## src/rtl/wb_dma_copy.sv

```systemverilog
// wb_dma_copy: Wishbone classic-cycle master that copies a block of 32-bit words.
// Define WB_DMA_TIMEOUT_EN to add an ack watchdog of TIMEOUT_CYCLES clocks.
module wb_dma_copy #(
    parameter int LEN_W          = 16,
    parameter int TIMEOUT_CYCLES = 64
) (
    input  logic             wb_clk_i,
    input  logic             wb_rst_i,
    input  logic             start_i,
    input  logic [31:0]      src_adr_i,
    input  logic [31:0]      dst_adr_i,
    input  logic [LEN_W-1:0] len_i,
    output logic             busy_o,
    output logic             done_o,
    output logic             err_o,
    output logic             wb_cyc_o,
    output logic             wb_stb_o,
    output logic             wb_we_o,
    output logic [3:0]       wb_sel_o,
    output logic [31:0]      wb_adr_o,
    output logic [31:0]      wb_dat_o,
    input  logic [31:0]      wb_dat_i,
    input  logic             wb_ack_i,
    input  logic             wb_err_i,
    output logic [1:0]       state_dbg
);

    typedef enum logic [1:0] {IDLE, RD, WR, DONE} state_t;

    localparam logic [31:0] ADR_MASK = 32'hFFFF_FFFC;

    state_t           state, state_nx;
    logic [31:0]      src, dst, data;
    logic [LEN_W-1:0] rem;
    logic             err_r;
    logic             abort;

    // Handshakes: start_i is accepted only in IDLE. A bus access completes on the
    // edge that samples ack (or err) while stb is high; adr/we/dat hold until then.

`ifdef WB_DMA_TIMEOUT_EN
    localparam int WD_W = $clog2(TIMEOUT_CYCLES + 1);
    logic [WD_W-1:0] wd_cnt;

    assign abort = wb_err_i || (!wb_ack_i && wd_cnt == WD_W'(TIMEOUT_CYCLES - 1));

    always_ff @(posedge wb_clk_i or posedge wb_rst_i) begin
        if (wb_rst_i) begin
            wd_cnt <= '0;
        end else if (state_nx != state) begin
            wd_cnt <= '0;
        end else if ((state == RD || state == WR) && !wb_ack_i && !wb_err_i) begin
            wd_cnt <= wd_cnt + WD_W'(1);
        end
    end
`else
    assign abort = wb_err_i;
`endif

    always_ff @(posedge wb_clk_i or posedge wb_rst_i) begin
        if (wb_rst_i) state <= IDLE;
        else          state <= state_nx;
    end

    always_comb begin
        state_nx = state;
        case (state)
            IDLE: if (start_i) state_nx = (len_i == '0) ? DONE : RD;
            RD: begin
                if (abort)         state_nx = DONE;
                else if (wb_ack_i) state_nx = WR;
            end
            WR: begin
                if (abort)         state_nx = DONE;
                else if (wb_ack_i) state_nx = (rem == LEN_W'(1)) ? DONE : RD;
            end
            DONE:    state_nx = IDLE;
            default: state_nx = IDLE;
        endcase
    end

    always_ff @(posedge wb_clk_i or posedge wb_rst_i) begin
        if (wb_rst_i) begin
            src   <= '0;
            dst   <= '0;
            data  <= '0;
            rem   <= '0;
            err_r <= 1'b0;
        end else begin
            case (state)
                IDLE: begin
                    if (start_i) begin
                        err_r <= 1'b0;
                        if (len_i != '0) begin
                            src <= src_adr_i & ADR_MASK;
                            dst <= dst_adr_i & ADR_MASK;
                            rem <= len_i;
                        end
                    end
                end
                RD: begin
                    if (abort) begin
                        err_r <= 1'b1;
                    end else if (wb_ack_i) begin
                        data <= wb_dat_i;
                        src  <= src + 32'd4;
                    end
                end
                WR: begin
                    if (abort) begin
                        err_r <= 1'b1;
                    end else if (wb_ack_i) begin
                        dst <= dst + 32'd4;
                        rem <= rem - LEN_W'(1);
                    end
                end
                default: ;
            endcase
        end
    end

    // cyc/stb are a pure function of state, so they stay high across RD<->WR.
    always_comb begin
        busy_o   = (state == RD) || (state == WR);
        done_o   = (state == DONE);
        wb_cyc_o = busy_o;
        wb_stb_o = busy_o;
        wb_we_o  = (state == WR);
        wb_adr_o = (state == RD) ? src : ((state == WR) ? dst : 32'd0);
    end

    assign err_o     = err_r;
    assign wb_sel_o  = 4'hF;
    assign wb_dat_o  = data;
    assign state_dbg = state;

endmodule

```

## config.mk

```make
export PLATFORM = sky130hd
export DESIGN_NAME = wb_dma_copy
export DESIGN_NICKNAME = d
export VERILOG_FILES = /design/src/rtl/wb_dma_copy.sv
export SDC_FILE = /design/constraint.sdc
export NUM_CORES = 1
export LEC_CHECK = 0
export ABC_AREA = 1
export BUFFER_PORTS_ARGS = -buffer_cell sky130_fd_sc_hd__clkbuf_2
export CORE_MARGIN = 2
export CORE_UTILIZATION = 35
export CTS_BUF_LIST = sky130_fd_sc_hd__clkbuf_2
export CTS_CLUSTER_DIAMETER = 40
export DETAILED_ROUTE_END_ITERATION = 6
export PLACE_DENSITY_LB_ADDON = 0.3
export SLEW_MARGIN = 10
export SYNTH_ARGS = -nofsm -noshare
export SYNTH_HDL_FRONTEND = slang
export SYNTH_SLANG_ARGS = --single-unit
```

## constraint.sdc

```tcl
create_clock -name wb_clk_i -period 5.1 [get_ports wb_clk_i]
set_clock_uncertainty 0.2 [all_clocks]
set_input_delay 0.255 -clock wb_clk_i [delete_from_list [all_inputs] [get_ports wb_clk_i]]
set_output_delay 0.255 -clock wb_clk_i [all_outputs]
set_load 0.01 [all_outputs]
```

# Word-level counts from Yosys, hierarchy flattened
# Cells that the tools add are included.
classes:
  addsub: 3
  eq_ne: 13
  mux: 28
  bitwise: 1
  n_reduce_logical: 13
op_table:
  columns: ["cell", "n"]
  rows:
  - ["32-bit 2-to-1 mux", 10]
  - ["32-bit one-hot mux with 2 select lines", 2]
  - ["32-bit by 3-bit adder with 32-bit output, second input constant", 2]
  - ["16-bit 2-to-1 mux", 4]
  - ["16-bit one-hot mux with 2 select lines", 1]
  - ["16-bit by 1-bit equality test with 1-bit output, second input constant", 1]
  - ["16-bit logical NOT", 1]
  - ["16-bit nonzero test", 1]
  - ["16-bit by 1-bit subtractor with 16-bit output, second input constant", 1]
  - ["2-bit 2-to-1 mux", 7]
  - ["2-bit inequality test, second input constant", 5]
  - ["5-bit AND reduction", 2]
  - ["3-bit AND reduction", 3]
  - ["2-bit one-hot mux with 4 select lines", 1]
  - ["2-bit nonzero test", 3]
  - ["2-bit equality test, second input constant", 2]
  - ["2-bit by 1-bit inequality test with 1-bit output, second input constant", 2]
  - ["3-bit by 1-bit inequality test with 1-bit output, second input constant", 1]
  - ["3-bit inequality test, second input constant", 1]
  - ["2-bit by 1-bit equality test with 1-bit output, second input constant", 1]
  - ["2-bit logical NOT", 1]
  - ["1-bit 2-to-1 mux", 2]
  - ["1-bit one-hot mux with 2 select lines", 1]
  - ["2-bit OR reduction", 1]
  - ["other kinds (2)", 2]
totals:
  regBits: 115
  input_bits: 117
  out_inout_bits: 76
  wordCells: 64

# Longest topological paths before layout
logic_depth:
  word_depth: 5
  mapped_depth: 12
  depth_no_buf: 11

# Least setup slack after synthesis
# No wires, ideal clock.
synth_path:
  kind: "reg2out"
  startpoint: "register state[1] (netlist: state_dbg[1])"
  endpoint: "output port wb_adr_o[14]"
  arrival_time_ps: 1721
  required_ps: 4645
  slack_ps: 2924
  path_stages_with_launch: 9
  n_path_buf: 3
  path_cell_list: "dfrtp_1 inv_1 ha_1 buf_4 inv_1 buf_2 buf_2 nand2_1 o21ai_0"
synth_between:
  elab_chain_len: 3
  word_cells_on_any_way: 4
  classes_between: "eq/ne: 2; mux: 2"
synth_rtl:
  columns: ["item", "line", "text"]
  rows:
  - ["start: declaration", "32", "state_t state, state_nx;"]
  - ["start signal: assignment", "62", "else state <= state_nx;"]
  - ["2-bit equality test", "129", "wb_adr_o = (state == RD) ? src : ((state == WR) ? dst : 32'd0);"]
  - ["32-bit 2-to-1 mux", "129", null]
  - ["32-bit 2-to-1 mux *", "129", null]
  - ["end: declaration", "20", "output logic [31:0] wb_adr_o,"]
# Mark *: on every way between the ends. The rest lies on a longest branch, timed or not.

# Worst setup path in the final report
layout_path:
  startpoint: "register state[1] (netlist: state_dbg[1])"
  endpoint: "output port wb_adr_o[31]"
# Same word-level chain as after synthesis.

==> metrics.log <==
INFO  metric postRouteAntennaNets = 0
INFO  metric maxCapViolations = 0
INFO  metric drt_wl_cell = ~14 µm
INFO  metric drt_wl_total = 25000 µm
INFO  metric crit_path_max_incr_delay = between 500 and 600 ps
INFO  metric mappedNetlistArea = 7810 µm²
INFO  metric synth_compound_gate_area_share = between 7 and 8%
INFO  metric viasPerCell = between 4 and 5
INFO  metric global_placement_routability_congestion = between 0.8 and 0.9
INFO  metric synthXorXnorAreaFrac = 0.112%
INFO  metric dieArea = 23500 µm²
INFO  metric global_route_wire_length_before_repair = roughly 41000 µm
INFO  metric total_power = approximately 5.2 mW
INFO  metric detailedRoute.firstIterationViolations = between 500 and 600
INFO  metric numClockSinks = ~110
INFO  metric yosys.area_share.simple = between 40% and 50%
INFO  metric r2r.worst_path.cells = 11
INFO  metric ff2ff_setup_slack = ~1600 ps
INFO  metric nets = 1600
INFO  metric stdcell_count = 1760
INFO  metric status = complete, no violations
INFO  metric rsz_0062_raised_after_global_routing = no
INFO  metric grt_pass1_vias = 7956
INFO  metric place.port_buffers = 182
INFO  metric cts-resized-gates = 0
INFO  metric hold_class = in -> reg
INFO  metric drt_first_pass_iters = 5
INFO  metric worstReg2RegEnd = state_dbg[1]
INFO  metric hold_violations = 0
INFO  metric min-delay-start = wb_dat_i[5]
INFO  metric syn_area_per_cell = about 6.5 µm²
INFO  metric critical_path_peak_fanout = 65
INFO  metric period_minus_slack = roughly 3600 ps
INFO  metric die_height = ~150 µm
INFO  metric slew_headroom = between 20 and 25%
INFO  metric clk-insertion-delay-late = ~670 ps
INFO  metric power-per-cell-area = between 500 and 600 nW/µm²
INFO  metric final_core_util = ~47%
INFO  metric die_width = between 150 and 200 µm
INFO  metric finalCritPeriodShare = between 60% and 70%
INFO  metric timing.critical_path.to_type = output port
INFO  metric slew_violations = 0
INFO  metric finalSetupViolations = 0
INFO  metric crit-reg2reg-launch = state_dbg[0]
INFO  metric total_i_o_pin_count = around 190
INFO  metric detail_route.drc_violations = 0
INFO  metric syn2layout_area_growth = 31.2%
INFO  metric dpl.cell_count = roughly 1600
INFO  metric yosys_warnings = 0
INFO  metric netlist_instances = approximately 1200
INFO  metric clock-root-buffer = clkbuf_2
INFO  metric grt_max_degree = 70
INFO  metric min_delay_path_depth = 3
INFO  metric grt_util_all_layers = approximately a fifth
INFO  metric hold_path_end = wb_dat_o[5]
INFO  metric yosysUniqueCellTypes = 35
INFO  metric power.static_leakage = 5.29 nW
INFO  metric gr-total-overflow = 0
INFO  metric max_freq = approximately 0.28 GHz
INFO  metric setup_tns = 0 ps
INFO  metric ys_ff_latch = around 110
INFO  metric detailroute.via_count = ~8600
INFO  metric cp.arrival = roughly 3100 ps
INFO  metric floorplan.core_area = 21900 µm²
INFO  metric tritoncts_clock_tree = done
INFO  metric tightest_pin_transition = approximately 1200 ps
INFO  metric list_of_cells_traversed_by_the_critical_path = inv_1 -> ha_2 -> inv_2 -> buf_4 -> nand2_1 -> o21ai_0 -> clkbuf_2
INFO  metric clock_edge_transition_at_the_registers_on_the_reported_setup_and_hold_paths = 390 ps
INFO  metric dp.final_hpwl = about 17000 µm
INFO  metric crit_type = reg -> out
INFO  metric sequential_share_of_the_synthesized_area = between 30% and 40%
INFO  metric cp.required = approximately 4600 ps
INFO  metric synth_fa_ha_area_share = under 10%
INFO  metric start_util = between 30% and 40%
INFO  metric clockBufferDepth = 2
INFO  metric cts_htree_levels = 3
INFO  metric row_count = 54
INFO  metric synth_top_family_by_area = simple AND/OR/NAND/NOR gates
INFO  metric worst_case_vdd_ir_drop = around 440 µV
INFO  metric critical_path.slowest_cell = buf_4
INFO  metric muxShareOfSynthArea = around 4.6%
INFO  metric pre_cts_ws = between 2000 and 2500 ps
INFO  metric drive_gt1_share = a little under a fifth
INFO  metric timing.final.ws_setup = 1540 ps
INFO  metric cts_buffers = 9
INFO  metric worstSetupStartpointType = flop
INFO  metric antenna_violations_before_repair = 1
==> how the worst max path moves through the flow <==
stage                         to          from  depth (start not counted)  slack, ps
finish              wb_adr_o[31]  state_dbg[1]                          7       1540
CTS                 wb_adr_o[31]  state_dbg[1]                          7       1460
global route        wb_adr_o[31]  state_dbg[1]                          7       1270
floorplan                dst[10]      wb_rst_i                          1       1710
global placement         src[28]  state_dbg[1]                          9       2140
detailed placement        dst[5]  state_dbg[0]                          8       2100
==> kinds of logic after synthesis <==
group / Yosys count
AO/OA/AOI/OAI: 106
multiplexers: 32
flip-flops: 111
other: 2
AND/OR/NAND/NOR: 772
XOR/XNOR: 1
buffers and inverters: 166
adder cells (fa/ha/maj): 9
==> area by class of cell <==
cell class | count | area, µm²
Fill cell | 2258 | 11700
Multi-Input combinational cell | 926 | 4340
Sequential cell | 111 | 2780
Timing Repair Buffer | 314 | 2220
Inverter | 112 | 423
Tap cell | 280 | 350
Clock inverter | 7 | 88.8
Clock buffer | 9 | 45.0
Antenna cell | 1 | 2.50
==> critical path: cells and delay by family (launching register included) <==
kind | cells | cell delay, ps
AO/OA/AOI/OAI | 1 | 430
AND/OR/NAND/NOR | 1 | 330
buffers and inverters | 4 | 920
flip-flops | 1 | 510
adder cells (fa/ha/maj) | 1 | 240
==> flip-flops by register name (all words and copies together), names as in the netlist <==
name	flops
rem	16
src	30
err_o	1
dst	30
wb_dat_o	32
state_dbg	2
==> per-layer routing <==
metal	wire [µm]	track usage, %
met2	11900	36.2
met4	316	3.98
met5	0	0
met3	1520	3.94
met1	11300	28.2
==> report_power, final <==
part / switching, mW / internal, mW
logic: 1.89 / 1.11
clock network: 0.374 / 0.0902
registers: 0.445 / 1.31
==> cells in the mapped netlist <==
| cell type | number | area share, % |
|---|---|---|
| nand2_1 | 443 | 21 |
| nor2_1 | 144 | 6.9 |
| nand3_1 | 139 | 8.9 |
| dfrtp_1 | 111 | 36 |
| inv_1 | 108 | 5.2 |
| o21ai_0 | 58 | 3.7 |
| mux2_2 | 32 | 4.6 |
| buf_2 | 25 | 1.6 |
| nand4_1 | 19 | 1.5 |
| o21ai_1 | 17 | 1.1 |
| buf_4 | 12 | 1.2 |
| clkbuf_1 | 9 | 0.43 |
| ha_1 | 9 | 1.4 |
| a21oi_1 | 8 | 0.51 |
| nor2_2 | 8 | 0.64 |
| o21bai_1 | 8 | 0.77 |
| buf_1 | 6 | 0.29 |
| o211ai_1 | 6 | 0.58 |
| nor2_4 | 5 | 0.72 |
| inv_2 | 4 | 0.19 |
| nor3_1 | 4 | 0.26 |
| o22ai_1 | 4 | 0.32 |
| o31ai_1 | 3 | 0.29 |
| buf_6 | 2 | 0.29 |
| conb_1 | 2 | 0.096 |
| nand2_2 | 2 | 0.16 |
| nor4_1 | 2 | 0.16 |
| or2_2 | 2 | 0.16 |
| a21oi_2 | 1 | 0.11 |
| nand2_4 | 1 | 0.14 |
| nand3_2 | 1 | 0.13 |
| nand3_4 | 1 | 0.22 |
| nand3b_4 | 1 | 0.26 |
| o21ai_2 | 1 | 0.11 |
| xor2_1 | 1 | 0.11 |
==> cells in the final DEF, fill, tap and decap left out, types with 2 or more instances in the layout <==
cell type	count
clkinv_8	3
nor2_2	8
conb_1	6
nand2_1	443
inv_8	2
dlygate4sd3_1	126
dfrtp_1	111
o21bai_1	8
clkbuf_2	191
inv_2	5
o21ai_1	17
or2_2	2
nor4_1	2
nand4_1	19
o211ai_1	6
nor3_1	4
ha_1	7
a21oi_1	8
nor2_4	5
nand2_2	2
inv_1	106
o31ai_1	3
nor2_1	144
o21ai_0	58
o22ai_1	4
ha_2	2
nand3_1	139
buf_4	6
mux2_2	32
==> timing repair <==
| action | CTS | global route |
|---|---|---|
| hold endpoints to repair | 222 | 0 |
| buffers inserted | 0 | 0 |
| hold buffers | 126 | 0 |
==> through the flow <==
stage | hold WS (ps) | area, µm²
2_1_floorplan | 205 | 7820
5_1_grt | 14.7 | 10200
3_3_place_gp | 61.5 | 8840
4_1_cts | 25.6 | 10200
3_5_place_dp | 61.7 | 8840
6_report | 99.3 | 10200
Note: power is estimated with default switching activity, not from simulation.
